<file path="src/rtl/crc_serial_framer_pkg.sv">
// Shared constants and state type for the bit-serial CRC framer family
// (PLCP header CRC-16 path and PSDU CRC-32 path).
package crc_pkg;

  localparam logic [15:0] CRC16_CCITT_POLY = 16'h1021;
  localparam logic [15:0] CRC16_INIT       = 16'hFFFF;
  localparam logic [15:0] CRC16_XOROUT     = 16'hFFFF;
  localparam int          PLCP_HDR_BITS    = 32;
  localparam int          MODE_GEN         = 0;
  localparam int          MODE_CHK         = 1;

  typedef enum logic [1:0] {
    ST_IDLE = 2'd0,
    ST_MSG  = 2'd1,
    ST_TAIL = 2'd2,
    ST_DONE = 2'd3
  } crc_state_e;

  // Counter must reach MSG_LEN+WIDTH without wrapping.
  function automatic int cnt_width(input int msg_len, input int width);
    return $clog2(msg_len + width + 1);
  endfunction

endpackage

</file>
<file path="src/rtl/crc_serial_framer_lfsr.sv">
// Galois-form MSB-first CRC LFSR with synchronous INIT load and step enable.
// Exposes the next-state value so callers can capture the post-step CRC.
module crc_lfsr_step
  import crc_pkg::*;
#(
  parameter int               WIDTH = 16,
  parameter logic [WIDTH-1:0] POLY  = WIDTH'(CRC16_CCITT_POLY),
  parameter logic [WIDTH-1:0] INIT  = '1
) (
  input  logic             clk,
  input  logic             rst_n,
  input  logic             i_load,
  input  logic             i_en,
  input  logic             i_bit,
  output logic [WIDTH-1:0] o_lfsr_next
);

  logic [WIDTH-1:0] r_lfsr;
  logic [WIDTH-1:0] w_base;

  function automatic logic [WIDTH-1:0] lfsr_step(input logic [WIDTH-1:0] v, input logic d);
    logic fb;
    fb = v[WIDTH-1] ^ d;
    return {v[WIDTH-2:0], 1'b0} ^ (fb ? POLY : {WIDTH{1'b0}});
  endfunction

  // Load takes effect before the step so a start-of-frame bit is folded in at once.
  always_comb begin
    w_base      = i_load ? INIT : r_lfsr;
    o_lfsr_next = i_en ? lfsr_step(w_base, i_bit) : w_base;
  end

  // LFSR state register
  always_ff @(posedge clk or negedge rst_n) begin
    if (!rst_n) begin
      r_lfsr <= INIT;
    end else begin
      r_lfsr <= o_lfsr_next;
    end
  end

endmodule

</file>
<file path="src/rtl/crc_serial_framer.sv">
// Bit-serial CRC framer: generate mode appends the CRC after MSG_LEN bits,
// check mode strips and verifies it. One-deep output register slice.
module crc_serial_framer
  import crc_pkg::*;
#(
  parameter int               WIDTH   = 16,
  parameter logic [WIDTH-1:0] POLY    = WIDTH'(CRC16_CCITT_POLY),
  parameter logic [WIDTH-1:0] INIT    = '1,
  parameter logic [WIDTH-1:0] XOROUT  = '1,
  parameter int               MSG_LEN = PLCP_HDR_BITS,
  parameter int               MODE    = MODE_GEN
) (
  input  logic             clk,
  input  logic             rst_n,
  input  logic             in_valid,
  output logic             in_ready,
  input  logic             in_bit,
  input  logic             in_sof,
  output logic             out_valid,
  input  logic             out_ready,
  output logic             out_bit,
  output logic             out_last,
  output logic             crc_done,
  output logic             crc_ok,
  output logic [WIDTH-1:0] crc_value
);

  localparam int            CW          = cnt_width(MSG_LEN, WIDTH);
  localparam logic [CW-1:0] MSG_LEN_C   = CW'(MSG_LEN);
  localparam logic [CW-1:0] TAIL_LAST_C = CW'(WIDTH - 1);
  localparam bit            IS_CHK      = (MODE == MODE_CHK);

  crc_state_e       r_state, w_state_next;
  logic [CW-1:0]    r_cnt, w_cnt_next, w_cnt_inc;
  logic [WIDTH-1:0] r_tail, r_crc_ref, r_crc_value;
  logic [WIDTH-1:0] w_lfsr_next, w_tail_rx;
  logic             r_out_valid, r_out_bit, r_out_last, r_crc_done, r_crc_ok;
  logic             w_slot_free, w_accepts, w_fire, w_start;
  logic             w_lfsr_load, w_lfsr_en, w_out_load, w_out_bit, w_out_last;
  logic             w_tail_cap, w_tail_shift, w_done_set;

  assign w_slot_free = !r_out_valid || out_ready;
  assign w_accepts   = (r_state == ST_IDLE) || (r_state == ST_MSG) ||
                       ((r_state == ST_TAIL) && IS_CHK);
  assign in_ready    = w_accepts && w_slot_free;
  assign w_fire      = in_valid && in_ready;
  assign w_start     = w_fire && in_sof;
  assign w_cnt_inc   = r_cnt + CW'(1);
  assign w_tail_rx   = {r_tail[WIDTH-2:0], in_bit};

  assign out_valid = r_out_valid;
  assign out_bit   = r_out_bit;
  assign out_last  = r_out_last;
  assign crc_done  = r_crc_done;
  assign crc_ok    = r_crc_ok;
  assign crc_value = r_crc_value;

  crc_lfsr_step #(
    .WIDTH(WIDTH),
    .POLY (POLY),
    .INIT (INIT)
  ) u_lfsr (
    .clk        (clk),
    .rst_n      (rst_n),
    .i_load     (w_lfsr_load),
    .i_en       (w_lfsr_en),
    .i_bit      (in_bit),
    .o_lfsr_next(w_lfsr_next)
  );

  // FSM state register
  always_ff @(posedge clk or negedge rst_n) begin
    if (!rst_n) begin
      r_state <= ST_IDLE;
    end else begin
      r_state <= w_state_next;
    end
  end

  // An accepted sof restarts the frame from any input-accepting state.
  always_comb begin
    w_state_next = r_state;
    w_cnt_next   = r_cnt;
    w_lfsr_load  = 1'b0;
    w_lfsr_en    = 1'b0;
    w_out_load   = 1'b0;
    w_out_bit    = 1'b0;
    w_out_last   = 1'b0;
    w_tail_cap   = 1'b0;
    w_tail_shift = 1'b0;
    w_done_set   = 1'b0;
    if (w_start) begin
      w_lfsr_load = 1'b1;
      w_lfsr_en   = 1'b1;
      w_out_load  = 1'b1;
      w_out_bit   = in_bit;
      if (MSG_LEN == 1) begin
        w_state_next = ST_TAIL;
        w_cnt_next   = '0;
        w_tail_cap   = 1'b1;
        w_out_last   = IS_CHK;
      end else begin
        w_state_next = ST_MSG;
        w_cnt_next   = CW'(1);
      end
    end else begin
      case (r_state)
        ST_IDLE: begin
          w_state_next = ST_IDLE;
        end
        ST_MSG: begin
          if (w_fire) begin
            w_lfsr_en  = 1'b1;
            w_out_load = 1'b1;
            w_out_bit  = in_bit;
            if (w_cnt_inc == MSG_LEN_C) begin
              w_state_next = ST_TAIL;
              w_cnt_next   = '0;
              w_tail_cap   = 1'b1;
              w_out_last   = IS_CHK;
            end else begin
              w_cnt_next = w_cnt_inc;
            end
          end else begin
            w_state_next = ST_MSG;
          end
        end
        ST_TAIL: begin
          if (IS_CHK) begin
            if (w_fire) begin
              w_lfsr_en    = 1'b1;
              w_tail_shift = 1'b1;
              if (r_cnt == TAIL_LAST_C) begin
                w_state_next = ST_DONE;
                w_cnt_next   = '0;
                w_done_set   = 1'b1;
              end else begin
                w_cnt_next = w_cnt_inc;
              end
            end else begin
              w_state_next = ST_TAIL;
            end
          end else begin
            if (w_slot_free) begin
              w_out_load   = 1'b1;
              w_out_bit    = r_tail[WIDTH-1];
              w_tail_shift = 1'b1;
              if (r_cnt == TAIL_LAST_C) begin
                w_out_last   = 1'b1;
                w_state_next = ST_DONE;
                w_cnt_next   = '0;
                w_done_set   = 1'b1;
              end else begin
                w_cnt_next = w_cnt_inc;
              end
            end else begin
              w_state_next = ST_TAIL;
            end
          end
        end
        ST_DONE: begin
          w_state_next = ST_IDLE;
        end
        default: begin
          w_state_next = ST_IDLE;
        end
      endcase
    end
  end

  // Bit counter
  always_ff @(posedge clk or negedge rst_n) begin
    if (!rst_n) begin
      r_cnt <= '0;
    end else begin
      r_cnt <= w_cnt_next;
    end
  end

  // r_crc_ref holds the pre-tail CRC; r_tail shifts it out (gen) or collects the received tail (chk).
  always_ff @(posedge clk or negedge rst_n) begin
    if (!rst_n) begin
      r_tail    <= '0;
      r_crc_ref <= '0;
    end else if (w_tail_cap) begin
      r_crc_ref <= w_lfsr_next ^ XOROUT;
      r_tail    <= IS_CHK ? {WIDTH{1'b0}} : (w_lfsr_next ^ XOROUT);
    end else if (w_tail_shift) begin
      r_tail <= IS_CHK ? w_tail_rx : {r_tail[WIDTH-2:0], 1'b0};
    end else begin
      r_tail <= r_tail;
    end
  end

  // Output register slice
  always_ff @(posedge clk or negedge rst_n) begin
    if (!rst_n) begin
      r_out_valid <= 1'b0;
      r_out_bit   <= 1'b0;
      r_out_last  <= 1'b0;
    end else if (w_out_load) begin
      r_out_valid <= 1'b1;
      r_out_bit   <= w_out_bit;
      r_out_last  <= w_out_last;
    end else if (out_ready) begin
      r_out_valid <= 1'b0;
      r_out_last  <= 1'b0;
    end else begin
      r_out_valid <= r_out_valid;
    end
  end

  // Frame result: crc_done pulses while in DONE; results held until the next sof.
  always_ff @(posedge clk or negedge rst_n) begin
    if (!rst_n) begin
      r_crc_done  <= 1'b0;
      r_crc_ok    <= 1'b0;
      r_crc_value <= '0;
    end else begin
      r_crc_done <= w_done_set;
      if (w_done_set) begin
        r_crc_value <= r_crc_ref;
        r_crc_ok    <= IS_CHK ? (w_tail_rx == r_crc_ref) : 1'b1;
      end else if (w_start) begin
        r_crc_value <= '0;
        r_crc_ok    <= IS_CHK ? 1'b0 : r_crc_ok;
      end else begin
        r_crc_value <= r_crc_value;
      end
    end
  end

endmodule

</file>
<file path="config.mk">
export PLATFORM = sky130hd
export DESIGN_NAME = crc_serial_framer
export DESIGN_NICKNAME = d
export VERILOG_FILES = /design/src/rtl/crc_serial_framer_pkg.sv /design/src/rtl/crc_serial_framer_lfsr.sv /design/src/rtl/crc_serial_framer.sv
export SDC_FILE = /design/constraint.sdc
export NUM_CORES = 1
export LEC_CHECK = 0
export CAP_MARGIN = 20
export CORE_ASPECT_RATIO = 0.9
export CORE_UTILIZATION = 47
export CTS_CLUSTER_DIAMETER = 80
export CTS_CLUSTER_SIZE = 28
export DETAILED_ROUTE_END_ITERATION = 8
export GPL_ROUTABILITY_DRIVEN = 0
export PLACE_DENSITY_LB_ADDON = 0.12
export SYNTH_ARGS = -nofsm -noshare
export SYNTH_HDL_FRONTEND = slang
export SYNTH_SLANG_ARGS = --single-unit
</file>
<file path="constraint.sdc">
create_clock -name clk -period 1.8 [get_ports clk]
set_input_delay 0.36 -clock clk [delete_from_list [all_inputs] [get_ports clk]]
set_output_delay 0.36 -clock clk [all_outputs]
set_load 0.02 [all_outputs]
</file>
== After elaboration in Yosys (flattened, before gate mapping) ==
Index checks and enable logic that the tools add are counted.
Storage, ports and cells
  output and inout port bits: 22
  input port bits: 6
  flip-flop bits (word level): 77
  logic and storage cells: 81
Operators by class
  muxes and demuxes: 43
  $add $sub $neg: 1
  bitwise gates (word level): 3
  reduce and logical (&&, ||, !) cells: 14
  eq/ne operators: 9
Operators with widths (number)
  two-way mux 16 bit: 6
  two-way mux 6 bit: 5
  two-way mux 1 bit: 22
  NOT 16 bit: 1
  bitwise XOR 16 bit: 1
  two-way mux 13 bit: 1
  one-hot mux 6 bit (2 select lines): 1
  two-way mux 2 bit: 5
  != test 4 x 3 -> 1 bit (second input constant): 2
  adder 6 x 1 -> 6 bit (second input constant): 1
  == test 6 x 4 -> 1 bit (second input constant): 1
  == test 6 bit (second input constant): 1
  != test 3 bit (second input constant): 2
  one-hot mux 2 bit (3 select lines): 1
  nonzero test 2 bit: 3
  == test 2 bit (second input constant): 2
  one-hot mux 1 bit (2 select lines): 2
  logical AND 1 bit: 3
  AND reduction 3 bit: 1
  nonzero test 3 bit: 1
  == test 2 x 1 -> 1 bit (second input constant): 1
  logical NOT 2 bit: 1
  logical OR 1 bit: 2
  AND reduction 2 bit: 1
  other kinds (3): 3

== Longest topological paths before layout ==
Gate-level depths: netlist of the first run.
  word-level depth: 13
  depth in mapped cells: 9
  depth with buffers taken out: 6

== Cells and area by module ==
A second synthesis of the first run with hierarchy kept.
Unflattened totals
  cell total of the unflattened synthesis: 290
  area, all modules: 3553.4 µm²
Modules (own cells, without submodules)
  crc_serial_framer: cells an instance 227, instances 1, seq. area each 1526.5 µm², area each 2785.2 µm²
  crc_lfsr_step: cells an instance 63, instances 1, seq. area each 420.4 µm², area each 768.2 µm²

== Worst setup path before layout of the first run ==
OpenSTA, ideal clock, no wires.
  kind: reg-to-reg
  from: reg r_state[1]
  to: reg r_state[1]
  cell stages (with the launch flop): 9
  buffers on the path: 2
  clock period less this slack: 1.928 ns
  arrival time: 1.803 ns
  slack: -0.128 ns
  library setup time: 0.125 ns
  path through: dfrtp_1 inv_1 ha_1 buf_4 o211ai_1 and3_1 buf_4 a32oi_1 mux2_2
On the way
  longest elaborated chain between the ends: 7
  elaborated cells on any way between the ends: 15
  classes of those cells: eq/ne (5); mux (3); reduce/logical (7)
RTL lines
  start: declaration: RTL line crc_serial_framer.sv:33  | crc_state_e r_state, w_state_next;
  start signal: assignment: RTL line crc_serial_framer.sv:76  | r_state <= w_state_next;
  == test 2 x 1 -> 1 bit / logical NOT 2 bit (equally long branches): RTL line crc_serial_framer.sv:43, crc_serial_framer.sv:107
  logical OR 1 bit: RTL line crc_serial_framer.sv:43  | assign w_accepts = (r_state == ST_IDLE) || (r_state == ST_MSG) ||
  logical AND 1 bit: RTL line crc_serial_framer.sv:45  | assign in_ready = w_accepts && w_slot_free;
  logical AND 1 bit: RTL line crc_serial_framer.sv:46  | assign w_fire = in_valid && in_ready;
  two-way mux 2 bit / logical AND 1 bit (equally long branches): RTL line crc_serial_framer.sv:112, crc_serial_framer.sv:47
  one-hot mux 2 bit (3 select lines) / != test 4 x 3 -> 1 bit (equally long branches)
  two-way mux 2 bit / AND reduction 2 bit (equally long branches)
Parallel ways exist; a longest one is shown, timed or not.
A chain may end at the register's enable or synchronous reset.

== Worst setup path after layout of the first run ==
  from: reg r_cnt[0]
  to: reg r_state[1]
On the way
  longest elaborated chain between the ends: 4
  elaborated cells on any way between the ends: 6
  classes of those cells: add/sub (1); eq/ne (4); reduce/logical (1)
RTL lines
  start: declaration: RTL line crc_serial_framer.sv:34  | logic [CW-1:0] r_cnt, w_cnt_next, w_cnt_inc;
  start signal: assignment: RTL line crc_serial_framer.sv:176  | r_cnt <= w_cnt_next;
  adder 6 x 1 -> 6 bit: RTL line crc_serial_framer.sv:48  | assign w_cnt_inc = r_cnt + CW'(1);
  == test 6 bit: RTL line crc_serial_framer.sv:116  | if (w_cnt_inc == MSG_LEN_C) begin
  != test 4 x 3 -> 1 bit (no line)
  AND reduction 2 bit (no line) *
Every way passes the cells marked *; elsewhere a longest branch is shown, timed or not.

==> results.sh, run 1 <==
export IMPL_nets=370
export IMPL_drive_above_1_share_pct=32.6
export IMPL_clkTransAtPathRegs_ns=0.08
export IMPL_rows=29
export IMPL_grt_first_pass_wirelength_um=11800
export IMPL_grt_max_degree=41
export IMPL_io_pins=28
export IMPL_area_delta_synth_final_pct=34.8
export IMPL_routed_wl_um=7870
export IMPL_core_um2=7150
export IMPL_cp_arrival_ns=2.07
export IMPL_cp_end_kind="flip-flop"
export IMPL_start_kind="flip-flop"
export IMPL_cellLeakagePower_nw=2.07
export IMPL_slowest_stage="dfrtp_1"
export IMPL_antenna_cells=0
export IMPL_max_cap_violations=0
export IMPL_cpPeakStageDelay_ns=0.42
export IMPL_cts_buffer_depth=2
export IMPL_grtUsageTotal_pct=19.9
export IMPL_postSynthCellCount=281
export IMPL_synth_flop_cell="dfrtp_1"
export IMPL_hp_class="in -> async"
export IMPL_final_cells=458
export IMPL_crit_chain="ha_2, buf_6, nand4b_1, buf_4, a32oi_4, mux2_4"
export IMPL_die_area_um2=7840
export IMPL_grt_overflow_total=0
export IMPL_cp_num_buf_inv=2
export IMPL_antenna_found_initial=0
export IMPL_clk_latency_ns=0.35
export IMPL_async_reset_ff_share_pct=100
export IMPL_power_mw=5.36
export IMPL_first_pass_iters=4
export IMPL_timing_final_ws_setup_ns=-0.0339
export IMPL_cts_tree="done"
export IMPL_ir_worst_vdd_uv=644
export IMPL_ys_seq_elements=77
export IMPL_vias_per_cell=5.46
export IMPL_crit_path_max_fanout=4
export IMPL_tightest_slew_ns=0.384
export IMPL_period_minus_slack_ns=1.83
export IMPL_wl_per_cell_um=17.2
export IMPL_chipHeight_um=84.1
export IMPL_cts_sinks=77
export IMPL_grt_pass1_vias=2394
export IMPL_synth_cell_type_count=51
export IMPL_ys_seq_area_share_pct=55.3
export IMPL_pwr_density_cell_nw_per_um2=1130
export IMPL_fp_dieW_um=93.2
export IMPL_fmax_mhz=545
export IMPL_synth_edf_count=0
export IMPL_io_buffers=27
export IMPL_hpwl_um=4920
export IMPL_syn_nets=291
export IMPL_crit_type="reg -> reg"
export IMPL_final_core_util_pct=66.4
export IMPL_dp_cells=428
export IMPL_crit_family="flip-flops"
export IMPL_status="finished with violations"
export IMPL_setup_violations=7
export IMPL_hold_violations=0
export IMPL_finalMaxSlewViolations=0
export IMPL_htreeDepth=3
export IMPL_slew_headroom_pct=74.2
export IMPL_drc=0
export IMPL_skew_ns=0.0102
export IMPL_cp_required_ns=2.03
export IMPL_post_route_period_util_pct=102
export IMPL_cts_root_buf="clkbuf_8"
export IMPL_initial_core_util_pct=49.2
export IMPL_first_iter_violations=105
export IMPL_vias=2502
export IMPL_rsz0062_at_grt="yes"
export IMPL_postSynthAreaPerCell_um2=12.5
export IMPL_fin_setup_tns_ns=-0.0873
export IMPL_syn_area_um2=3520
export IMPL_ant_nets=0
export IMPL_synth_warning_count=0
export IMPL_violations="setup timing"
export IMPL_numCtsBuffers=9
-- final timing paths --
check	start	to	slack, ns	cells after the start
min	rst_n	crc_value[1]$_DFFE_PN0P_	0.43	2
max reg2reg	r_cnt[0]$_DFFE_PN0P_	r_state[1]$_DFFE_PN0P_	-0.03	6
max in group asynchronous	rst_n	u_lfsr.r_lfsr[4]$_DFF_PN1_	0.81	3
min in group clk	crc_ok$_DFFE_PN0P_	crc_ok$_DFFE_PN0P_	0.47	1
min reg2reg	crc_ok$_DFFE_PN0P_	crc_ok$_DFFE_PN0P_	0.47	1
max	r_cnt[0]$_DFFE_PN0P_	r_state[1]$_DFFE_PN0P_	-0.03	6
-- area by class of cell --
cell class | instances | area [µm²]
Timing Repair Buffer | 85 | 872
Sequential cell | 77 | 1950
Multi-Input combinational cell | 167 | 1560
Fill cell | 558 | 2400
Clock buffer | 11 | 131
Inverter | 20 | 75.1
Clock inverter | 5 | 36.3
Tap cell | 93 | 116
-- metrics by stage --
step / worst slack [ns] / hold WS [ns] / cell area [µm²]
floorplan: -0.0108 / 0.0644 / 3540
global placement: -0.261 / 0.265 / 4210
detailed placement: -0.275 / 0.269 / 4210
CTS: -0.0189 / 0.426 / 4490
global route: -0.119 / 0.451 / 4740
finish: -0.0339 / 0.430 / 4740
-- worst register-to-register path: stages, from the launching register on --
cell and delay, ns:
dfrtp_1 0.42, ha_2 0.21, buf_6 0.10, nand4b_1 0.22, buf_4 0.23, a32oi_4 0.24
mux2_4 0.32
-- cells by family after synthesis --
kind of cell,after synthesis,synth area share [%]
adders and majority gates,4,1.42
buffers and inverters,37,5.23
xor gates and xnor gates,3,0.747
and+or+nand+nor,43,7.40
muxes,53,15.2
AOI/OAI and AO/OA,64,14.7
DFF,77,55.3
-- placed cells by master (no fill, tap or decap), types with 4 or more instances in the layout --
cell type        count
dfrtp_1             60
mux2i_1             48
buf_4               37
clkdlybuf4s50_1     25
a22o_1              18
inv_1               18
dfstp_2             16
o22a_1              13
buf_6               11
clkbuf_8             9
nor2_1               8
nand3_1              5
nand2_1              5
buf_12               5
o21ai_0              4
a21oi_1              4
-- where the power goes --
part	leakage (nW)	internal, mW	switching, mW
clock	0.0760	0.504	0.643
sequential	0.927	1.98	0.150
combinational	1.07	1.06	1.03
-- Yosys cell counts (2+ instances only) --
cell / instances / area [µm²]
a21oi_1: 4 / 20.0
a32oi_1: 3 / 26.3
o211ai_1: 2 / 15.0
o21a_1: 2 / 15.0
inv_1: 20 / 75.1
and2_1: 2 / 12.5
nand2b_1: 2 / 12.5
buf_2: 5 / 25.0
o22a_1: 13 / 114
and4_1: 2 / 17.5
nor2_1: 8 / 30.0
or2_2: 2 / 12.5
buf_4: 6 / 45.0
dfstp_2: 16 / 420
buf_6: 2 / 22.5
nor2b_1: 3 / 18.8
nand2_1: 5 / 18.8
dfrtp_1: 61 / 1530
a31oi_1: 4 / 25.0
or3_1: 2 / 12.5
ha_1: 4 / 50.1
and3_1: 3 / 18.8
xnor2_1: 2 / 17.5
nand3_1: 5 / 25.0
o2bb2ai_1: 2 / 17.5
mux2_2: 3 / 33.8
nand4b_1: 2 / 17.5
mux2i_1: 50 / 500
o21ai_0: 4 / 20.0
a21o_1: 2 / 15.0
clkbuf_1: 3 / 11.3
a22o_1: 18 / 158
-- what timing repair did --
action                     4_1_cts  5_1_grt
pin swaps                        6       17
hold endpoints to repair        18        0
buffers inserted                 1       10
hold buffers                     1        0
gates cloned                     0        5
resized for setup               22       26
setup endpoints to repair       51       58
-- metal layers --
| metal | global-route usage (%) | part of all wire, % | vias up |
|---|---|---|---|
| met5 | 0 | 0 | - |
| met4 | 5.73 | 1.3 | 0 |
| met3 | 5.92 | 3.5 | 8 |
| met2 | 30.5 | 46 | 48 |
| met1 | 27.4 | 49 | 1254 |
| li1 | - | - | 1192 |
-- sequential cells by signal (all words and copies together), names as in the netlist --
register       count
crc_done           1
crc_ok             1
crc_value         16
out_bit            1
out_last           1
out_valid          1
r_cnt              6
r_crc_ref         16
r_state            2
r_tail            16
u_lfsr.r_lfsr     16
Power figures use the tool's default switching activity.
==> inputs of run 2 (changes only) <==
- ABC_CLOCK_PERIOD_IN_PS: not set -> 1800
- CAP_MARGIN: 20 -> 30
- DONT_BUFFER_PORTS: not set -> 1
==> run 2 against run 1 <==
Net effect: the flow finishes with violations (hold timing, setup timing); fmax grew 0.95%; final cell count shrank 7.4%; core utilization shrank 4.7 points; clock power is 5% higher; clock skew shrank 0.0011 ns; final area shrank 7.1%; combinational power about the same; sequential share of layout area increased by 3.1 points; critical endpoint is now r_tail[5]$_DFFE_PN0P_; largest cell class unchanged; highest routed layer unchanged.
==> results.sh, run 2 (synthesis results as in run 1) <==
export IMPL_final_cell_mix="61 x dfrtp_1, 49 x mux2i_1, 38 x buf_4, 18 x inv_1, 17 x a22o_1"
export IMPL_rsz0062_at_grt="yes"
export IMPL_die_area_um2=7840
export IMPL_clkTransAtPathRegs_ns=0.08
export IMPL_cts_buffer_depth=2
export IMPL_nets=336
export IMPL_start_kind="flip-flop"
export IMPL_vias_per_cell=5.64
export IMPL_final_core_util_pct=61.7
export IMPL_final_area_um2=4410
export IMPL_crit_path_max_fanout=12
export IMPL_rows=29
export IMPL_wl_per_cell_um=17.8
export IMPL_initial_core_util_pct=49.2
export IMPL_hp_class="in -> async"
export IMPL_drc=0
export IMPL_chipHeight_um=84.1
export IMPL_swShare_pct=33.5
export IMPL_antenna_cells=0
export IMPL_vias=2392
export IMPL_skew_ns=0.00905
export IMPL_clkPwrFrac_pct=22.2
export IMPL_r2r_end="r_tail[5]$_DFFE_PN0P_"
export IMPL_layout_commonest_cell="dfrtp_1"
export IMPL_timing_final_ws_setup_ns=-0.0166
export IMPL_post_route_period_util_pct=101
export IMPL_area_delta_synth_final_pct=25.3
export IMPL_pre_cts_ws_ns=-0.172
export IMPL_fmax_mhz=550
export IMPL_io_pins=28
export IMPL_fill_cells=580
export IMPL_routed_wl_um=7550
export IMPL_grt_first_pass_wirelength_um=12000
export IMPL_grt_overflow_total=0
export IMPL_cts_root_buf="clkbuf_8"
export IMPL_setup_violations=5
export IMPL_r2r_start="r_state[0]$_DFFE_PN0P_"
export IMPL_hold_slack_ns=-0.304
export IMPL_drive_above_1_share_pct=34.7
export IMPL_r2r_cells=7
export IMPL_clk_latency_ns=0.35
export IMPL_pwr_density_cell_nw_per_um2=1240
export IMPL_hpwl_um=4760
export IMPL_cellLeakagePower_nw=1.94
export IMPL_rrSetupSlack_ns=-0.02
export IMPL_power_mw=5.45
export IMPL_first_iter_violations=128
export IMPL_htreeDepth=3
export IMPL_grtUsageTotal_pct=20.1
export IMPL_crit_type="reg -> reg"
export IMPL_cts_sinks=77
export IMPL_fin_setup_tns_ns=-0.0381
export IMPL_cp_required_ns=2.03
export IMPL_tightest_slew_ns=0.357
export IMPL_seqPwrFrac_pct=39.3
export IMPL_p_switching_mw=1.82
export IMPL_grt_max_degree=78
export IMPL_place_area_um2=3890
export IMPL_period_minus_slack_ns=1.82
export IMPL_numCtsBuffers=9
export IMPL_multi_input_area_um2=1580
export IMPL_core_um2=7150
export IMPL_slew_headroom_pct=76.2
export IMPL_cts_tree="done"
export IMPL_antenna_found_initial=0
export IMPL_ir_worst_vdd_uv=471
export IMPL_ant_nets=0
export IMPL_cp_end_kind="flip-flop"
export IMPL_hold_violations=77
export IMPL_violations="hold timing, setup timing"
export IMPL_share_comb_of_total_power_pct=38.5
export IMPL_grt_pass1_vias=2305
export IMPL_cp_arrival_ns=2.04
export IMPL_p_int_mw=3.62
export IMPL_seqCellArea_um2=1950
export IMPL_finalMaxSlewViolations=0
export IMPL_status="finished with violations"
export IMPL_max_cap_violations=0
export IMPL_io_buffers=0
export IMPL_fp_dieW_um=93.2
export IMPL_first_pass_iters=4
-- run 2: cell types whose count changed in the layout (fill, tap and decap cells not counted), sizes merged --
| cell | before | now |
|---|---|---|
| buf | 56 | 49 |
| clkbuf | 14 | 12 |
| clkdlybuf4s50 | 25 | 0 |
| clkinvlp | 3 | 4 |
| dlygate4sd3 | 1 | 0 |
-- run 2: metal layers --
layer / vias to the layer above / track usage (%) / share of wire, %
met2: 47 / 30.2 / 46
met4: 0 / 6.29 / 0.85
met1: 1221 / 28.5 / 49
met3: 6 / 5.01 / 3.9
met5: - / 0 / 0
li1: 1118 / - / -
-- run 2: per-stage QoR --
step           instances  hold WS, ns
5_1_grt              424       -0.331
6_report             424       -0.304
3_3_place_gp         396       0.0657
4_1_cts              415       -0.321
2_1_floorplan        281       0.0644
3_5_place_dp         396       0.0660
-- run 2: repair_timing --
item | CTS | global route
hold endpoints to repair | 77 | 77
setup buffers | 3 | 7
endpoints found under the setup margin | 52 | 58
gates resized for setup | 14 | 26
gates cloned | 0 | 3
pin swaps | 1 | 14
-- run 2: how the worst max path moves through the flow --
stage	end	slack, ns	cells past startpoint	from
6_report	r_tail[5]$_DFFE_PN0P_	-0.02	7	r_state[0]$_DFFE_PN0P_
5_1_grt	r_tail[3]$_DFFE_PN0P_	-0.11	7	r_cnt[0]$_DFFE_PN0P_
3_3_place_gp	r_crc_ref[5]$_DFFE_PN0P_	-0.08	6	r_state[0]$_DFFE_PN0P_
3_5_place_dp	r_crc_ref[5]$_DFFE_PN0P_	-0.17	6	r_state[0]$_DFFE_PN0P_
4_1_cts	r_tail[0]$_DFFE_PN0P_	-0.01	6	r_cnt[0]$_DFFE_PN0P_
2_1_floorplan	r_state[1]$_DFFE_PN0P_	-0.01	8	r_state[1]$_DFFE_PN0P_
-- run 2: critical path, stage by stage (launching register included) --
cell and delay [ns]:
dfrtp_1 0.41, inv_2 0.07, ha_4 0.18, o211ai_1 0.29, and3_4 0.29, buf_12 0.16
mux2i_1 0.20, mux2i_1 0.08
-- run 2: power groups by stage --
stage          Sequential (mW)  Combinational (mW)  Clock [mW]
2_1_floorplan             2.15                1.01           0
3_3_place_gp              2.16                1.63           0
3_5_place_dp              2.17                1.64           0
4_1_cts                   2.13                1.81        1.25
5_1_grt                   2.16                2.26        1.30
6_report                  2.14                2.10        1.21
-- run 2: final cells by class --
class / instances / area share [%]
Inverter: 20 / 1.70
Clock buffer: 10 / 3.12
Multi-Input combinational cell: 167 / 35.9
Sequential cell: 77 / 44.2
Clock inverter: 6 / 1.08
Timing Repair Buffer: 51 / 11.4
Tap cell: 93 / 2.64
==> inputs of run 3 (changes only) <==
--- a/constraint.sdc
+++ b/constraint.sdc
@@ -3,2 +3,2 @@
 set_output_delay 0.36 -clock clk [all_outputs]
-set_load 0.02 [all_outputs]
+set_load 0.01 [all_outputs]
==> run 3 against run 2 <==
Net effect: register-to-register slack about the same; worst setup slack got worse by 0.00081 ns; combinational power increased by 2%; highest routed layer unchanged; die area unchanged; critical path depth increased by 1; power increased by 9.8%; via count increased by 3.0%; non-clock buffer count increased by 4; fmax about the same; clock power increased by 40%; sequential power about the same; the flow still finishes with violations (hold timing, setup timing); first-iteration DRC count decreased by 3.9%; largest cell class unchanged.
==> results.sh, run 3 (synthesis results as in run 1) <==
export IMPL_grt_pass1_vias=2398
export IMPL_clkTransAtPathRegs_ns=0.08
export IMPL_cp_arrival_ns=2.08
export IMPL_hpwl_um=4800
export IMPL_skew_ns=0.00644
export IMPL_grt_busiest_layer="met2"
export IMPL_max_cap_violations=0
export IMPL_drive_above_1_share_pct=35.2
export IMPL_ir_worst_vdd_uv=616
export IMPL_cts_tree="done"
export IMPL_fin_setup_tns_ns=-0.0315
export IMPL_rrSetupSlack_ns=-0.02
export IMPL_final_cells=428
export IMPL_cts_sinks=77
export IMPL_wl_per_cell_um=18.5
export IMPL_r2r_start="r_cnt[1]$_DFFE_PN0P_"
export IMPL_r2r_cells=8
export IMPL_clk_latency_ns=0.34
export IMPL_first_pass_iters=4
export IMPL_grt_use_met3_pct=6.47
export IMPL_grtUsageTotal_pct=20.9
export IMPL_cpPeakStageDelay_ns=0.37
export IMPL_power_mw=5.98
export IMPL_tightest_slew_ns=0.369
export IMPL_rows=29
export IMPL_numCtsBuffers=9
export IMPL_start_kind="flip-flop"
export IMPL_antenna_cells=0
export IMPL_die_area_um2=7840
export IMPL_layout_commonest_cell="dfrtp_1"
export IMPL_use_met1_pct=28.9
export IMPL_final_cell_mix="61 x dfrtp_1, 49 x mux2i_1, 40 x buf_4, 18 x inv_1, 17 x a22o_1"
export IMPL_hold_slack_ns=-0.300
export IMPL_cp_required_ns=2.06
export IMPL_place_area_um2=3910
export IMPL_slowest_stage="dfrtp_1"
export IMPL_fp_dieW_um=93.2
export IMPL_vias=2463
export IMPL_rsz0062_at_grt="yes"
export IMPL_post_route_period_util_pct=101
export IMPL_io_buffers=0
export IMPL_initial_core_util_pct=49.2
export IMPL_vias_per_cell=5.75
export IMPL_ant_nets=0
export IMPL_fmax_mhz=550
export IMPL_crit_path_max_fanout=5
export IMPL_first_iter_violations=123
export IMPL_grt_max_degree=78
export IMPL_nets=340
export IMPL_grt_first_pass_wirelength_um=12400
export IMPL_area_delta_synth_final_pct=29.3
export IMPL_final_area_um2=4550
export IMPL_drc=0
export IMPL_met2_usage_pct=32.2
export IMPL_cellLeakagePower_nw=2.02
export IMPL_crit_type="reg -> reg"
export IMPL_hp_class="in -> async"
export IMPL_chipHeight_um=84.1
export IMPL_dp_cells=399
export IMPL_timing_final_ws_setup_ns=-0.0174
export IMPL_cts_buffer_depth=2
export IMPL_antenna_found_initial=0
export IMPL_final_core_util_pct=63.6
export IMPL_core_um2=7150
export IMPL_crit_chain="ha_2, and3b_1, nand4b_1, buf_4, a21oi_4, buf_6, clkbuf_16, mux2i_1"
export IMPL_setup_violations=2
export IMPL_cts_root_buf="clkbuf_8"
export IMPL_slew_headroom_pct=75.4
export IMPL_grt_overflow_total=0
export IMPL_violations="hold timing, setup timing"
export IMPL_pwr_density_cell_nw_per_um2=1320
export IMPL_io_pins=28
export IMPL_period_minus_slack_ns=1.82
export IMPL_hold_violations=77
export IMPL_htreeDepth=3
export IMPL_routed_wl_um=7910
export IMPL_status="finished with violations"
export IMPL_finalMaxSlewViolations=0
export IMPL_cp_end_kind="flip-flop"
export IMPL_r2r_end="r_tail[3]$_DFFE_PN0P_"
[run 3: worst max-delay path by stage]
stage,startpoint,to,slack (ns),depth (start not counted)
after floorplan,r_state[1]$_DFFE_PN0P_,r_state[1]$_DFFE_PN0P_,-0.01,8
after global placement,r_state[0]$_DFFE_PN0P_,r_crc_ref[5]$_DFFE_PN0P_,-0.07,6
after detailed placement,r_state[1]$_DFFE_PN0P_,r_tail[5]$_DFFE_PN0P_,-0.13,6
after CTS,r_cnt[0]$_DFFE_PN0P_,r_tail[3]$_DFFE_PN0P_,-0.002,8
after global routing,r_cnt[1]$_DFFE_PN0P_,r_crc_ref[0]$_DFFE_PN0P_,-0.13,8
final,r_cnt[1]$_DFFE_PN0P_,r_tail[3]$_DFFE_PN0P_,-0.02,8
[run 3: critical path: cells and delay by family (launching register included)]
kind	cells	cell delay, ns
AO/OA/AOI/OAI	1	0.14
adder cells (fa/ha/maj)	1	0.20
AND/OR/NAND/NOR	2	0.32
flip-flops	1	0.37
multiplexers	1	0.19
buffers and inverters	3	0.52
[run 3: layout make-up]
type / count / area (µm²)
clock buffers: 10 / 128
clock inverters: 6 / 134
fillers: 528 / 2600
inverters: 20 / 75.1
multi-input cells: 167 / 1600
flip-flops and latches: 77 / 1950
well taps: 93 / 116
repair buffers: 55 / 553
[run 3: what timing repair did]
action,in CTS,in global routing
hold endpoints to repair,77,77
cloned,1,4
pin swaps,4,21
setup buffers,9,1
gates resized for setup,22,25
setup endpoints to repair,50,58
[run 3: per-stage QoR]
| step | hold WS (ns) | setup slack, ns |
|---|---|---|
| floorplan | 0.0644 | -0.0108 |
| global placement | 0.0657 | -0.0673 |
| detailed placement | 0.0658 | -0.133 |
| CTS | -0.318 | -0.00212 |
| global route | -0.334 | -0.127 |
| finish | -0.300 | -0.0174 |
[run 3: power by group]
group | internal [mW] | leakage, nW | total, mW | switching, mW
registers | 1.98 | 0.928 | 2.14 | 0.160
clock network | 1.06 | 0.131 | 1.70 | 0.637
logic | 1.13 | 0.964 | 2.14 | 1.01
total | 4.18 | 2.02 | 5.98 | 1.80
[run 3: routing by layer]
metal  vias up  wire [µm]
li1       1131          -
met1      1259       3800
met2        67       3720
met3         6        333
met4         0         57
met5         -          0
